[src/rtl/mux41_rr_sched_if.sv]
// Requester/consumer bundle for the shared 4:1 datapath scheduler.
// The driver side (requesters and consumer) uses master; the scheduler uses slave.
interface mux41_rr_sched_if #(
   parameter int W = 4
);
   logic [3:0]   req;
   logic [W-1:0] a;
   logic [W-1:0] b;
   logic [W-1:0] c;
   logic [W-1:0] d;
   logic [1:0]   sel;
   logic [3:0]   gnt;
   logic [W-1:0] y;
   logic         y_valid;
   logic         busy;

   modport master (
      output req, a, b, c, d,
      input  sel, gnt, y, y_valid, busy
   );

   modport slave (
      input  req, a, b, c, d,
      output sel, gnt, y, y_valid, busy
   );
endinterface

[src/rtl/mux41_rr_sched.sv]
// Round-robin scheduler sharing one W-bit 4:1 mux among four requesters,
// with a bounded grant length and a registered output beat.
module mux41_rr_sched #(
   parameter int W        = 4,
   parameter int HOLD_MAX = 4
) (
   input  logic              clk,
   input  logic              rst,
   mux41_rr_sched_if.slave   bus
);

   typedef enum logic {S_IDLE, S_GRANT} state_t;

   state_t             state_q, state_d;
   logic [1:0]         sel_q, sel_d;
   logic [1:0]         last_q, last_d;
   logic [3:0]         gnt_q, gnt_d;
   logic [3:0]         cnt_q, cnt_d;
   logic [W-1:0]       y_q, y_d;
   logic               yv_q, yv_d;

   logic [3:0][W-1:0]  din;
   logic               hit, expire, rel, arb_now;
   logic [1:0]         arb_ptr;
   logic [2:0]         pick;

   // Returns {found, index}: first set request after ptr, ptr itself searched last.
   function automatic logic [2:0] rr_pick(input logic [3:0] r, input logic [1:0] ptr);
      logic [1:0] idx;
      rr_pick = 3'b000;
      for (int k = 1; k <= 4; k++) begin
         idx = ptr + 2'(k);
         if (r[idx] && !rr_pick[2]) rr_pick = {1'b1, idx};
      end
   endfunction

   assign din     = {bus.d, bus.c, bus.b, bus.a};
   assign hit     = bus.req[sel_q];
   assign expire  = (cnt_q == 4'(HOLD_MAX));
   assign rel     = (state_q == S_GRANT) && (!hit || expire);
   assign arb_now = (state_q == S_IDLE) || rel;
   // On release the pointer moves to sel this very edge, so arbitrate from sel directly.
   assign arb_ptr = (state_q == S_GRANT) ? sel_q : last_q;
   assign pick    = rr_pick(bus.req, arb_ptr);

   always_ff @(posedge clk) begin
      if (rst) begin
         state_q <= S_IDLE;
         sel_q   <= 2'd0;
         last_q  <= 2'd3;
         gnt_q   <= 4'd0;
         cnt_q   <= 4'd0;
         y_q     <= '0;
         yv_q    <= 1'b0;
      end else begin
         state_q <= state_d;
         sel_q   <= sel_d;
         last_q  <= last_d;
         gnt_q   <= gnt_d;
         cnt_q   <= cnt_d;
         y_q     <= y_d;
         yv_q    <= yv_d;
      end
   end

   always_comb begin
      state_d = state_q;
      case (state_q)
         S_IDLE:  if (pick[2]) state_d = S_GRANT;
         S_GRANT: if (rel && !pick[2]) state_d = S_IDLE;
         default: state_d = S_IDLE;
      endcase
   end

   always_comb begin
      sel_d  = sel_q;
      last_d = last_q;
      gnt_d  = gnt_q;
      cnt_d  = cnt_q;
      y_d    = y_q;
      yv_d   = 1'b0;
      if (state_q == S_GRANT) begin
         if (hit) begin
            y_d  = din[sel_q];
            yv_d = 1'b1;
         end
         if (rel) last_d = sel_q;
         else     cnt_d  = cnt_q + 4'd1;
      end
      if (arb_now) begin
         if (pick[2]) begin
            sel_d = pick[1:0];
            gnt_d = 4'b0001 << pick[1:0];
            cnt_d = 4'd1;
         end else begin
            gnt_d = 4'd0;
         end
      end
   end

   assign bus.sel     = sel_q;
   assign bus.gnt     = gnt_q;
   assign bus.y       = y_q;
   assign bus.y_valid = yv_q;
   assign bus.busy    = |gnt_q;

endmodule

[src/flat_wrapper.sv]
// flat-port wrapper written by rule: the top's interface ports become plain ports
module mux41_rr_sched_flat 
#(
   parameter int W        = 4,
   parameter int HOLD_MAX = 4
)
  (clk, rst, bus_req, bus_a, bus_b, bus_c, bus_d, bus_sel, bus_gnt, bus_y, bus_y_valid, bus_busy);
  mux41_rr_sched_if #(.W(W)) bus_i ();
  input  logic clk;
  input  logic rst;
  input wire logic [$bits(bus_i.req)-1:0] bus_req;
  input wire logic [$bits(bus_i.a)-1:0] bus_a;
  input wire logic [$bits(bus_i.b)-1:0] bus_b;
  input wire logic [$bits(bus_i.c)-1:0] bus_c;
  input wire logic [$bits(bus_i.d)-1:0] bus_d;
  output wire logic [$bits(bus_i.sel)-1:0] bus_sel;
  output wire logic [$bits(bus_i.gnt)-1:0] bus_gnt;
  output wire logic [$bits(bus_i.y)-1:0] bus_y;
  output wire logic [$bits(bus_i.y_valid)-1:0] bus_y_valid;
  output wire logic [$bits(bus_i.busy)-1:0] bus_busy;
  assign bus_i.req = bus_req;
  assign bus_i.a = bus_a;
  assign bus_i.b = bus_b;
  assign bus_i.c = bus_c;
  assign bus_i.d = bus_d;
  assign bus_sel = bus_i.sel;
  assign bus_gnt = bus_i.gnt;
  assign bus_y = bus_i.y;
  assign bus_y_valid = bus_i.y_valid;
  assign bus_busy = bus_i.busy;
  mux41_rr_sched #(.W(W), .HOLD_MAX(HOLD_MAX)) u_core (.clk(clk), .rst(rst), .bus(bus_i));
endmodule
[config.mk]
export PLATFORM = sky130hd
export DESIGN_NAME = mux41_rr_sched_flat
export DESIGN_NICKNAME = d
export VERILOG_FILES = /design/src/rtl/mux41_rr_sched_if.sv /design/src/rtl/mux41_rr_sched.sv /design/src/flat_wrapper.sv
export SDC_FILE = /design/constraint.sdc
export NUM_CORES = 1
export LEC_CHECK = 0
export CORE_UTILIZATION = 35
export CTS_CLUSTER_DIAMETER = 100
export DETAILED_ROUTE_END_ITERATION = 10
export GPL_ROUTABILITY_DRIVEN = 0
export PLACE_DENSITY_LB_ADDON = 0.3
export SETUP_SLACK_MARGIN = 0.1
export SLEW_MARGIN = 20
export SYNTH_ARGS = -nofsm -noshare
export SYNTH_HDL_FRONTEND = slang
export SYNTH_SLANG_ARGS = --single-unit
[constraint.sdc]
create_clock -name clk -period 1.98 [get_ports clk]
set_input_delay 0.396 -clock clk [delete_from_list [all_inputs] [get_ports clk]]
set_output_delay 0.396 -clock clk [all_outputs]
set_load 0.01 [all_outputs]
=== Word level (Yosys, flattened, before mapping) ===
Index checks and enable logic that the tools add are counted.

* Register bits after elaboration: 18
* Input bits: 22
* Output and inout bits: 12

* Add/sub/neg operators: 4
* Order comparisons: 5
* Eq/ne operators: 1
* Shift operators: 1
* Multiplexer cells: 26
* Bitwise gates (word level): 1
* Reduce and logical (&&, ||, !) cells: 17

{| class="wikitable"
|+ Operators with widths
! operator !! number
|-
| $mux W4 || 6
|-
| $lt A2 B3 Y1 const B || 5
|-
| $mux W3 || 4
|-
| $bmux W1 S2 || 5
|-
| $bmux W4 S2 || 1
|-
| $mux W1 || 8
|-
| $reduce_and A2 Y1 || 3
|-
| $logic_and A1 B1 Y1 || 5
|-
| $logic_not A1 Y1 || 5
|-
| $add A2 B2 Y2 const B || 2
|-
| $add A4 B1 Y4 const B || 1
|-
| $eq A4 B3 Y1 const B || 1
|-
| $reduce_or A4 Y1 || 1
|-
| $shl A1 B2 Y4 const A || 1
|-
| $add A2 B1 Y2 const B || 1
|-
| $logic_or A1 B1 Y1 || 2
|-
| $mux W2 || 1
|-
| $pmux W1 S2 || 1
|-
| $reduce_or A2 Y1 || 1
|-
| $not A1 Y1 || 1
|}

=== Longest topological paths before layout ===
* Depth in word-level cells: 18
* Mapped depth: 7
* Mapped depth without buffers: 6

=== Worst setup path before layout ===
OpenSTA, ideal clock, no wires.

* Path kind: register to register
* Start point: reg u_core.sel_q[1] (netlist: u_core.bus.sel[1])
* End point: reg u_core.gnt_q[3] (netlist: u_core.bus.gnt[3])
* Data arrival time: 1,701 ps
* Required time: 1,896 ps
* Setup slack: 194 ps
* Cell stages (with the launch flop): 7
* Path buffers: 1
* Clock period less this slack: 1,786 ps
* Cells stage by stage: dfxtp_1 > buf_6 > mux2i_2 > o22ai_4 > and2_4 > or3_4 > o31ai_2

* Cells in the longest elaborated chain, start to end: 16
* Elaborated cells between the ends (all ways): 30
* Classes of those cells: 3 x add/sub; 1 x shift; 16 x mux; 10 x reduce/logical

{| class="wikitable"
|+ RTL lines
! item !! line !! source
|-
| from (decl) || mux41_rr_sched.sv:15 || <nowiki>logic [1:0] sel_q, sel_d;</nowiki>
|-
| from (signal assigned) || mux41_rr_sched.sv:57 || <nowiki>sel_q <= sel_d;</nowiki>
|-
| $mux W2 || mux41_rr_sched.sv:43 || <nowiki>assign arb_ptr = (state_q == S_GRANT) ? sel_q : last_q;</nowiki>
|-
| $add A2 B1 Y2 || mux41_rr_sched.sv:32 || <nowiki>idx = ptr + 2'(k);</nowiki>
|-
| $bmux W1 S2 || mux41_rr_sched.sv:33 || <nowiki>if (r[idx] && !rr_pick[2]) rr_pick = {1'b1, idx};</nowiki>
|-
| $mux W1 (not written as such) || mux41_rr_sched.sv:33 ||
|-
| $mux W3 || mux41_rr_sched.sv:33 ||
|-
| $logic_not A1 Y1 || mux41_rr_sched.sv:33 ||
|-
| $logic_and A1 B1 Y1 || mux41_rr_sched.sv:33 ||
|-
| $mux W3 || mux41_rr_sched.sv:33 ||
|-
| $logic_not A1 Y1 || mux41_rr_sched.sv:33 ||
|-
| $logic_and A1 B1 Y1 || mux41_rr_sched.sv:33 ||
|-
| $mux W3 || mux41_rr_sched.sv:33 ||
|-
| $logic_not A1 Y1 || mux41_rr_sched.sv:33 ||
|-
| $logic_and A1 B1 Y1 || mux41_rr_sched.sv:33 ||
|-
| $mux W3 || mux41_rr_sched.sv:33 ||
|-
| $shl A1 B2 Y4 || mux41_rr_sched.sv:93 || <nowiki>gnt_d = 4'b0001 << pick[1:0];</nowiki>
|-
| $mux W4 || mux41_rr_sched.sv:91 || <nowiki>if (pick[2]) begin</nowiki>
|-
| to (signal assigned) || mux41_rr_sched.sv:59 || <nowiki>gnt_q <= gnt_d;</nowiki>
|-
| to (decl) || mux41_rr_sched.sv:17 || <nowiki>logic [3:0] gnt_q, gnt_d;</nowiki>
|}

Parallel ways exist; a longest one is shown, timed or not. The select of a mux whose other input is x is not followed.
A chain may end at the register's enable or synchronous reset.

=== Worst setup path in the final report ===
* Start point: reg u_core.sel_q[1] (netlist: u_core.bus.sel[1])
* End point: out bus_sel[1]

{| class="wikitable"
|+ RTL lines
! item !! line !! source
|-
| to (decl) || flat_wrapper.sv:16 || <nowiki>output wire logic [$bits(bus_i.sel)-1:0] bus_sel;</nowiki>
|}

No word-level cell between the ends.

==> metrics.md <==
| Metric | Value |
|---|---|
| Status | finished, violations left |
| Failing checks | design-rule violations |
| Final setup viols | 0 |
| Pre-antenna DRT Iters | 7 |
| Clock sinks | 18 |
| Hold Crit Class | reg -> reg |
| Hold_buf cts | 0 |
| Worst Setup End Kind | primary output |
| Area leader, netlist | dfxtp_1 |
| Max-cap violations | 0 |
| Global-route wire length before repair | approximately 4.2 mm |
| Worst Tran Pin Value | around 0.53 ns |
| R2R Path Start | u_core.state_q |
| RR Endpoint | u_core.bus.gnt[1] |
| R2r setup slk | slightly below 0.3 ns |
| Mapped Nets | 130 |
| RSZ-0062 raised after global routing | false |
| Fin crit share | 92.8% |
| Antenna diodes | 0 |
| Post-synthesis cell area | about 0.0011 mm2 |
| Die ar. | 0.00326 mm2 |
| TritonCTS Buffers | 3 |
| Clk Latency, worst-skew pair | around 0.3 ns |
| Fin. max-slew vios | 0 |
| Count leader, synth | dfxtp_1 |
| Commonest cells in the synthesized netlist | dfxtp_1, nand2_1, mux2i_1, nor2_1, inv_1 |
| DR WL/cell | 14.2 um |
| Post-route ant nets | 0 |
| # DRC | 6 |
| Clk_skew | 0.0101 ns |
| Post-Synthesis Cells | 106 |
| Yosys reg bits | 18 |
| Die Wd | between 50 and 60 um |
| Area grow syn2layout | 44.2% |
| Synth Flop Type | dfxtp_1 |
| Crit path launch type | flop |
| DP Worst Slack | -0.0759 ns |
| Final min period | approximately 1.8 ns |
| CP bufs+invs | 2 |
| CP max stage delay | roughly 0.55 ns |
| Power per cell area | ~680 mW/mm2 |
| Worst EP arrival | around 1.4 ns |
| Row cnt | 19 |
| Hold WS | roughly 0.47 ns |
| IO buf count | 33 |
| Vias | ~1,000 |
| Clock slew at reported path FFs | between 0.1 and 0.15 ns |
| Max VDD drop | between 300 and 400 uV |
| Leakage | between 0.5 and 0.6 nW |
| F_max | around 540 MHz |
| Tot GR Track Use | 16.4% |
| Post-synth ARST share | 0% |
| Crit-path max FO | 8 |
| WL final | ~2.6 mm |
| DP Wirelength | ~2 mm |
| Final Hold Violating Endpoints | 0 |
| Yosys warning total | 0 |
| Vias/cell | ~5.6 |
| Core area | about 0.0028 mm2 |
| Cell chain of the critical path | buf_4 > clkdlybuf4s50_1 |
| Top-Level Pins | 34 |
| Root buffer cell | clkbuf_4 |
| TNS Setup | 0 ns |
| Depth of the worst register-to-register path | 4 |
| Critical path class | reg -> out |
| Power, Total | 1.03 mW |
| CP Data Required Time | 1.58 ns |
| Worst Slack Setup Final | ~0.14 ns |
| Overflow after GRT | 0 |
| Nets@finish | approximately 180 |
| Top cells by area, synth | dfxtp_1, mux2i_1, mux4_1 |
| CTS tree | done |
| Top cell type's share of synthesized area | about 34% |
| Cell variety after synth | 42 |
| Initial antenna violation count | 0 |
| Hold EP | u_core.bus.gnt[2] |
| Layout cells sized above 1 | between 20 and 25% |
| Largest net degree at the start of global routing | 15 |
| Vias in the first global route | about 1,000 |
| H-Tree Depth | 1 |
| Initial drt markers | 32 |
| Clock Path Buffers | 2 |
| Crit-path leading delay family | buffers and inverters |
| Slew margin rel. | between 60 and 70% |
| Hold Path Cell Cnt | 2 |
| Post-synth EDFFs | 0 |
| Worst hold start | u_core.bus.gnt[2] |
| Die Height | between 50 and 60 um |
| Critical path depth | 2 |
| Slowest CP cell | clkdlybuf4s50_1 |
| Mean post-synth cell area | 10.0 um2 |
| Sequential element share of the synthesized area | 34.0% |
| Initial Utilization | approximately 38% |
routing by layer:
layer	part of all wire, %	GRT usage, %	up-vias
li1	-	-	486
met1	44	18.6	470
met2	47	27.9	45
met3	6.7	4.54	4
met4	1.8	9.06	0
met5	0	0	-
logic make-up (layout without fill, tap and decap cells):
| family | Yosys count | in the layout | share of synthesized area [%] |
|---|---|---|---|
| buffers and inverters | 11 | 54 | 5.42 |
| AOI/OAI and AO/OA | 24 | 24 | 19.8 |
| adders and majority gates | 2 | 2 | 2.36 |
| DFF | 18 | 18 | 34.0 |
| muxes | 14 | 14 | 19.2 |
| and+or+nand+nor | 37 | 37 | 19.2 |
cells in the final DEF (no fill, tap or decap), types with 2 or more instances in the layout:
cell	n
clkdlybuf4s50_1	32
dfxtp_1	15
buf_4	12
nand2_1	8
nor2_1	7
mux2i_1	6
inv_1	5
nand3b_1	4
nor2b_1	4
a21oi_1	4
nand2b_1	3
clkbuf_4	3
dfxtp_2	3
mux4_2	2
mux2i_2	2
a211o_1	2
nor3_1	2
o21ai_1	2
mux2_2	2
o21ai_0	2
mux4_1	2
nand3_1	2
o31ai_2	2
ha_1	2
power breakdown:
group | internal, mW | total, mW | switching [mW]
clock network | 0.0709 | 0.191 | 0.120
logic | 0.237 | 0.398 | 0.161
registers | 0.401 | 0.445 | 0.0438
total | 0.709 | 1.03 | 0.325
registers in the layout (all words and copies together) (netlist names):
name and count:
u_core.cnt_q 4, u_core.state_q 1, u_core.bus.y_valid 1, u_core.bus.y 4
u_core.bus.sel 2, u_core.bus.gnt 4, u_core.last_q 2
layout make-up:
| class | count | area, um2 |
|---|---|---|
| Inverter | 5 | 18.8 |
| Clock buffer | 3 | 22.5 |
| Tap cell | 31 | 38.8 |
| Timing Repair Buffer | 46 | 439 |
| Fill cell | 251 | 1270 |
| Sequential cell | 18 | 364 |
| Multi-Input combinational cell | 77 | 647 |
worst max-delay path by stage:
stage                      startpoint                 to  slack (ns)
finish              u_core.bus.sel[1]         bus_sel[1]        0.14
detailed placement         bus_req[2]  u_core.bus.gnt[1]       -0.08
global placement           bus_req[2]  u_core.bus.gnt[3]       -0.04
CTS                 u_core.bus.sel[1]         bus_sel[1]        0.15
global route        u_core.bus.sel[1]         bus_sel[1]        0.11
floorplan           u_core.bus.sel[1]  u_core.bus.gnt[3]        0.19
stage by stage:
step	utilization [%]	instance area [um2]	instances
global placement	53.5	1500	177
finish	54.5	1530	180
detailed placement	53.5	1500	177
CTS	54.4	1530	180
floorplan	-	1060	106
global route	54.5	1530	180
worst reg2reg max path: cells and delay by family, from the launching register on:
| family | cells | cell delay (ns) |
|---|---|---|
| DFF | 1 | 0.43 |
| muxes | 1 | 0.38 |
| and+or+nand+nor | 1 | 0.35 |
| AOI/OAI and AO/OA | 2 | 0.47 |
what timing repair did:
item                                    4_1_cts  5_1_grt
endpoints found under the setup margin        3        3
setup buffers                                 0        0
resized for setup                             3        2
No activity file was read; power rests on OpenSTA's default activity.
